$ cat src/rtl/fetch_buffer.sv
// fetch_buffer: instruction fetch stage feeding the decoder.
// Keeps the fetch PC and issues aligned 64-bit reads, with at most one read
// outstanding. Each response is split into two 32-bit instructions, which are
// queued with their PCs in a small FIFO. The FIFO head is presented to the
// decoder over a valid/ready handshake. A redirect flushes everything in flight.
//
// Ports:
//   clk, rst_n                      clock, async active-low reset
//   redirect_valid, redirect_pc     restart fetch at redirect_pc (bits[1:0] ignored)
//   mem_req_valid/ready/addr        read request channel (8-byte aligned address)
//   mem_resp_valid/data             read response (single-cycle, little-endian)
//   instr_valid/ready, instr,       FIFO head presented to the decoder
//   instr_pc
//   perf_stall, perf_fetched        only present when FETCH_PERF_EN is defined
//
// Optional feature macro: FETCH_PERF_EN (stall / fetched-instruction counters).
module fetch_buffer #(
  parameter int unsigned       ADDRSZ   = 64,
  parameter int unsigned       INSTRSZ  = 32,
  parameter int unsigned       BUSSZ    = 64,
  parameter int unsigned       DEPTH    = 8,
  parameter logic [ADDRSZ-1:0] RESET_PC = '0
) (
  input  logic               clk,
  input  logic               rst_n,
  input  logic               redirect_valid,
  input  logic [ADDRSZ-1:0]  redirect_pc,
  output logic               mem_req_valid,
  input  logic               mem_req_ready,
  output logic [ADDRSZ-1:0]  mem_req_addr,
  input  logic               mem_resp_valid,
  input  logic [BUSSZ-1:0]   mem_resp_data,
  output logic               instr_valid,
  input  logic               instr_ready,
  output logic [INSTRSZ-1:0] instr,
  output logic [ADDRSZ-1:0]  instr_pc
`ifdef FETCH_PERF_EN
  ,
  output logic [31:0]        perf_stall,
  output logic [31:0]        perf_fetched
`endif
);

  localparam int unsigned PTRW = $clog2(DEPTH);
  localparam int unsigned CNTW = PTRW + 1;

  typedef enum logic [1:0] {IDLE, REQ, WAIT, FLUSH} state_t;

  state_t              state_q, state_d;
  logic [ADDRSZ-1:0]   fetch_pc_q, fetch_pc_d;
  logic [PTRW-1:0]     rd_ptr_q, rd_ptr_d, wr_ptr_q, wr_ptr_d, wr_slot1;
  logic [CNTW-1:0]     count_q, count_d, enq_n;
  logic [INSTRSZ-1:0]  fifo_instr [DEPTH];
  logic [ADDRSZ-1:0]   fifo_pc    [DEPTH];

  logic                accept, deq, take;
  logic                we0, we1;
  logic [INSTRSZ-1:0]  wdata0, wdata1;
  logic [ADDRSZ-1:0]   wpc0, wpc1;
  logic                mem_req_valid_d;
  logic [ADDRSZ-1:0]   mem_req_addr_d;
  logic [INSTRSZ-1:0]  instr_d;
  logic [ADDRSZ-1:0]   instr_pc_d;

  // Redirect targets are word aligned; the low two bits carry no information.
  logic [1:0] unused_redirect_lsbs;
  assign unused_redirect_lsbs = redirect_pc[1:0];

  // Next-state, FIFO bookkeeping and next values of the registered outputs.
  always_comb begin : next_state
    state_d    = state_q;
    fetch_pc_d = fetch_pc_q;
    rd_ptr_d   = rd_ptr_q;
    wr_ptr_d   = wr_ptr_q;
    count_d    = count_q;
    enq_n      = '0;
    we0        = 1'b0;
    we1        = 1'b0;
    wdata0     = '0;
    wdata1     = '0;
    wpc0       = '0;
    wpc1       = '0;
    accept     = mem_req_valid & mem_req_ready;
    deq        = instr_valid & instr_ready & ~redirect_valid;
    take       = (state_q == WAIT) & mem_resp_valid & ~redirect_valid;
    wr_slot1   = wr_ptr_q + PTRW'(1);

    case (state_q)
      IDLE:    state_d = REQ;
      REQ:     if (accept) state_d = WAIT;
      WAIT:    if (mem_resp_valid) state_d = REQ;
      FLUSH:   if (mem_resp_valid) state_d = REQ;
      default: state_d = IDLE;
    endcase

    if (redirect_valid) begin
      fetch_pc_d = {redirect_pc[ADDRSZ-1:2], 2'b00};
      rd_ptr_d   = '0;
      wr_ptr_d   = '0;
      count_d    = '0;
      // A response arriving with the redirect retires the outstanding read,
      // so there is nothing left to drain and fetch can restart directly.
      case (state_q)
        IDLE:        state_d = REQ;
        REQ:         state_d = accept ? FLUSH : REQ;
        WAIT, FLUSH: state_d = mem_resp_valid ? REQ : FLUSH;
        default:     state_d = IDLE;
      endcase
    end else begin
      if (take) begin
        if (fetch_pc_q[2]) begin
          // Upper-half entry: only the second instruction of the word is wanted.
          we0        = 1'b1;
          wdata0     = mem_resp_data[BUSSZ-1:INSTRSZ];
          wpc0       = fetch_pc_q;
          enq_n      = CNTW'(1);
          fetch_pc_d = fetch_pc_q + ADDRSZ'(4);
        end else begin
          we0        = 1'b1;
          we1        = 1'b1;
          wdata0     = mem_resp_data[INSTRSZ-1:0];
          wpc0       = fetch_pc_q;
          wdata1     = mem_resp_data[BUSSZ-1:INSTRSZ];
          wpc1       = fetch_pc_q + ADDRSZ'(4);
          enq_n      = CNTW'(2);
          fetch_pc_d = fetch_pc_q + ADDRSZ'(8);
        end
      end
      wr_ptr_d = wr_ptr_q + PTRW'(enq_n);
      rd_ptr_d = rd_ptr_q + PTRW'(deq);
      count_d  = count_q + enq_n - CNTW'(deq);
    end

    // Requests only go out when a full response is guaranteed to fit.
    mem_req_valid_d = (state_d == REQ) && (count_d <= CNTW'(DEPTH - 2));
    mem_req_addr_d  = {fetch_pc_d[ADDRSZ-1:3], 3'b000};

    // Next head, bypassing entries that are being written this cycle.
    instr_d    = fifo_instr[rd_ptr_d];
    instr_pc_d = fifo_pc[rd_ptr_d];
    if (we1 && (wr_slot1 == rd_ptr_d)) begin
      instr_d    = wdata1;
      instr_pc_d = wpc1;
    end
    if (we0 && (wr_ptr_q == rd_ptr_d)) begin
      instr_d    = wdata0;
      instr_pc_d = wpc0;
    end
  end

  // State, pointers and registered outputs.
  always_ff @(posedge clk or negedge rst_n) begin : state_reg
    if (!rst_n) begin
      state_q       <= IDLE;
      fetch_pc_q    <= RESET_PC;
      rd_ptr_q      <= '0;
      wr_ptr_q      <= '0;
      count_q       <= '0;
      mem_req_valid <= 1'b0;
      mem_req_addr  <= '0;
      instr_valid   <= 1'b0;
      instr         <= '0;
      instr_pc      <= '0;
    end else begin
      state_q       <= state_d;
      fetch_pc_q    <= fetch_pc_d;
      rd_ptr_q      <= rd_ptr_d;
      wr_ptr_q      <= wr_ptr_d;
      count_q       <= count_d;
      mem_req_valid <= mem_req_valid_d;
      mem_req_addr  <= mem_req_addr_d;
      instr_valid   <= (count_d != '0);
      instr         <= instr_d;
      instr_pc      <= instr_pc_d;
    end
  end

  // FIFO storage.
  always_ff @(posedge clk or negedge rst_n) begin : fifo_store
    if (!rst_n) begin
      for (int unsigned i = 0; i < DEPTH; i++) begin
        fifo_instr[PTRW'(i)] <= '0;
        fifo_pc[PTRW'(i)]    <= '0;
      end
    end else begin
      if (we0) begin
        fifo_instr[wr_ptr_q] <= wdata0;
        fifo_pc[wr_ptr_q]    <= wpc0;
      end
      if (we1) begin
        fifo_instr[wr_slot1] <= wdata1;
        fifo_pc[wr_slot1]    <= wpc1;
      end
    end
  end

`ifdef FETCH_PERF_EN
  // Starved-decoder cycles and delivered instructions.
  always_ff @(posedge clk or negedge rst_n) begin : perf_cnt
    if (!rst_n) begin
      perf_stall   <= '0;
      perf_fetched <= '0;
    end else begin
      if (!instr_valid) perf_stall <= perf_stall + 32'd1;
      if (deq)          perf_fetched <= perf_fetched + 32'd1;
    end
  end
`else
  // Performance counters are not built in this configuration.
`endif

endmodule

$ cat config.mk
export PLATFORM = sky130hd
export DESIGN_NAME = fetch_buffer
export DESIGN_NICKNAME = d
export VERILOG_FILES = /design/src/rtl/fetch_buffer.sv
export SDC_FILE = /design/constraint.sdc
export NUM_CORES = 2
export LEC_CHECK = 0
export ABC_AREA = 0
export CAP_MARGIN = 10
export CORE_UTILIZATION = 56
export CTS_BUF_LIST = sky130_fd_sc_hd__clkbuf_4
export CTS_CLUSTER_DIAMETER = 60
export DETAILED_ROUTE_END_ITERATION = 12
export PLACE_DENSITY_LB_ADDON = 0.3
export SYNTH_ARGS = -nofsm -noshare
export SYNTH_HDL_FRONTEND = slang
export SYNTH_SLANG_ARGS = --single-unit
$ cat constraint.sdc
create_clock -name clk -period 2.85 [get_ports clk]
set_clock_uncertainty 0.15 [all_clocks]
set_input_delay 0.285 -clock clk [delete_from_list [all_inputs] [get_ports clk]]
set_output_delay 0.285 -clock clk [all_outputs]
set_load 0.01 [all_outputs]
==> results_dict.tcl <==
set metrics [dict create \
    critPathKind "reg2reg" \
    hold_violations 0 \
    yosysMostFrequentCell "nand2_1" \
    rows 103 \
    reg2regPathDepth 7 \
    failed_checks "setup timing" \
    regToRegSetupSlack_ps -40 \
    die_y_um 285 \
    drv_cap 0 \
    vias 42132 \
    synth.area.top_cells "dfrtp_1, nand2_1, nor2_1" \
    worst_pin_slew_ps 1320 \
    finalNetCount 5413 \
    io_pins 296 \
    p_leak_nw 25.6 \
    worstPathRequired_ps 3660 \
    synth.avg_cell_area_um2 9.33 \
    synth_top_cell_by_area "dfrtp_1" \
    slew_violations 0 \
    drt_wl_total_um 161000 \
    grt_pass1_vias 42378 \
    regArea_um2 23500 \
    setup_violations 2 \
    async_flop_share_pct 100 \
    synthCells 4803 \
    gp_congestion 0.976 \
    dieWidth_um 285 \
    hold_ws_ps 93.9 \
    synth_seq_cells 940 \
    hp-class "in2async" \
    multi_input_area_um2 18900 \
    fillers 5942 \
    synth-edff-count 0 \
    cp-start-kind "flop" \
    grt_max_degree 102 \
    fmax_mhz 346 \
    p_per_area_nw_per_um2 652 \
    critPathArrivalTime_ps 3700 \
    r2r_start "state_q[0]$_DFF_PN0_" \
    ir_worst_vdd_uv 385 \
    fin_cells 6508 \
    numCtsBuffers 237 \
    cts.clk_slew.worst_paths_ps 70 \
    io_buffers 290 \
    initial_core_util_pct 56.6 \
    r2r_end "fifo_pc[184]$_DFF_PN0_" \
    worst_slack_ps -39.6 \
    grt_usage_pct 39.2 \
    grt_overflow_total 0 \
    tritoncts "yes" \
    clk_latency_ps 1140 \
    synthDistinctLibCells 68 \
    area_growth_syn_to_layout_pct 22.6 \
    syn_area_um2 44800 \
    drtIter0Drc 5744 \
    synth_flop_cell "dfrtp_1" \
    synthTopCellsByCount "nand2_1, dfrtp_1, nor2_1, o22ai_1, o21ai_0" \
    fin_crit_ps 2890 \
    grt_pass1_wl_um 245000 \
    clockBufferDepth 3 \
    die-area_um2 81200 \
    drc 0 \
    power_mw 35.8 \
    synth_top_area_share_pct 52.5 \
    cts_sinks 940 \
    slew_headroom_pct 11.9 \
    drive_above_1_share_pct 16.7 \
    root_buffer "clkbuf_4" \
    grt_antenna_before_repair 5 \
    status "finished with violations" \
    placed_cells 5936 \
    cts_max_level 4 \
    wl_per_cell_um 24.7 \
    vias_per_cell 6.47 \
    dpl.hpwl_um 97700 \
    finalCritPeriodShare_pct 101 \
    ys_seq_area_share_pct 52.5 \
    core-area_um2 79100 \
    end_kind "flop" \
    ant_nets 0 \
    critPathMaxFanout 15 \
    dr.pass1.iters 6 \
    yosys_warnings 0 \
]
==> timing repair <==
action / 4_1_cts / 5_1_grt
setup endpoints to repair: 23 / 24
gates resized for setup: 24 / 10
setup buffers: 2 / 2
hold buffers: 135 / 0
hold endpoints to repair: 1317 / 0
pin swaps: 0 / 3
gates cloned: 0 / 3
==> placed cells by master, fill, tap and decap left out, types with 6 or more instances in the layout <==
master | Yosys | routed
nand2_1 | 1074 | 1063
dfrtp_1 | 940 | 938
nor2_1 | 590 | 583
clkbuf_4 | 0 | 355
o22ai_1 | 312 | 312
o21ai_0 | 294 | 293
clkdlybuf4s50_1 | 0 | 277
buf_4 | 79 | 246
o221ai_1 | 191 | 191
a21oi_1 | 188 | 188
dlygate4sd3_1 | 0 | 134
a22oi_1 | 133 | 133
mux4_2 | 94 | 94
buf_12 | 0 | 86
nand3_1 | 66 | 59
xnor2_1 | 51 | 49
clkinv_1 | 0 | 47
xor2_1 | 35 | 35
a22o_1 | 32 | 32
nand4_1 | 26 | 26
and3_1 | 21 | 21
nor3_1 | 20 | 18
inv_1 | 18 | 17
nor4_1 | 17 | 16
a221o_1 | 16 | 16
buf_6 | 0 | 14
nor2b_1 | 12 | 12
a211oi_1 | 11 | 11
diode_2 | 0 | 9
nor2_4 | 1 | 9
nand2_2 | 3 | 9
mux2_2 | 9 | 9
dlygate4sd2_1 | 0 | 9
nand3_2 | 1 | 8
ha_1 | 10 | 8
and2_1 | 9 | 7
inv_2 | 3 | 6
clkinv_2 | 0 | 6
==> worst max path at each step <==
stage | startpoint | end | slack [ps] | cells past startpoint
CTS | fetch_pc_q[28]$_DFFE_PN0P_ | mem_req_addr[28] | 4 | 2
floorplan | redirect_valid | instr_pc[42]$_DFF_PN0_ | 0.05 | 16
detailed placement | instr_ready | instr_pc[22]$_DFF_PN0_ | -320 | 13
finish | state_q[0]$_DFF_PN0_ | fifo_pc[184]$_DFF_PN0_ | -40 | 7
global route | fetch_pc_q[19]$_DFFE_PN0P_ | fifo_pc[110]$_DFF_PN0_ | -20 | 6
global placement | instr_ready | instr_pc[37]$_DFF_PN0_ | -190 | 14
==> power by group <==
part	leakage [nW]	internal (mW)	switching, mW
Combinational	10.9	3.96	3.97
Clock	1.80	5.84	5.73
Sequential	12.8	15.1	1.19
==> area by class of cell <==
class	count	share of cell area, %
antenna	9	0.0410
clock buffer	355	4.85
clock inverter	66	0.619
inverter	21	0.162
multi-input combinational	3293	34.4
sequential	940	42.8
tap	1050	2.39
timing repair buffer	774	14.7
==> flip-flops by register name, summed over array words and instances (netlist names) <==
| signal | cells |
|---|---|
| count_q | 4 |
| instr_pc | 64 |
| fifo_instr | 256 |
| fifo_pc | 512 |
| rd_ptr_q | 3 |
| mem_req_valid | 1 |
| state_q | 2 |
| fetch_pc_q | 62 |
| instr | 32 |
| instr_valid | 1 |
| wr_ptr_q | 3 |
==> cells by family (layout without fill, tap and decap cells) <==
kind of cell / Yosys count / in the layout / synth area share [%]
mux: 106 / 106 / 5.02
flops: 940 / 940 / 52.5
compound gates: 1201 / 1201 / 17.3
other cells: 1 / 12 / 0.00837
xor+xnor: 89 / 89 / 1.81
simple gates: 1881 / 1882 / 17.1
fa+ha+maj: 12 / 12 / 0.369
buf+inv: 573 / 1216 / 5.87
==> worst max-delay path: stages (launching register included) <==
cell and delay (ps):
dfrtp_1 420, and4bb_4 350, buf_4 220, nand2_1 100, nor2_1 630, nor2_2 470
a22oi_1 270, o21ai_0 110
==> metrics by stage <==
step	TNS (ps)	area [um2]	worst slack, ps	util [%]
2_1_floorplan	0	45000	0.0462	-
3_3_place_gp	-13490	50400	-194	63.7
3_5_place_dp	-21790	50400	-316	63.7
4_1_cts	0	54800	4.20	69.3
5_1_grt	-51.0	54900	-23.3	69.4
6_report	-59.8	54900	-39.6	69.4
==> metal layers <==
metal | wire [um] | share of wire (%) | vias to the layer above | GRT usage (%)
li1 | - | - | 17830 | -
met1 | 57400 | 36 | 20424 | 49.6
met2 | 72900 | 45 | 3159 | 60.0
met3 | 20100 | 13 | 717 | 10.5
met4 | 10200 | 6.4 | 2 | 24.9
met5 | 14 | 0.0087 | - | 0
No activity file was read; power rests on OpenSTA's default activity.
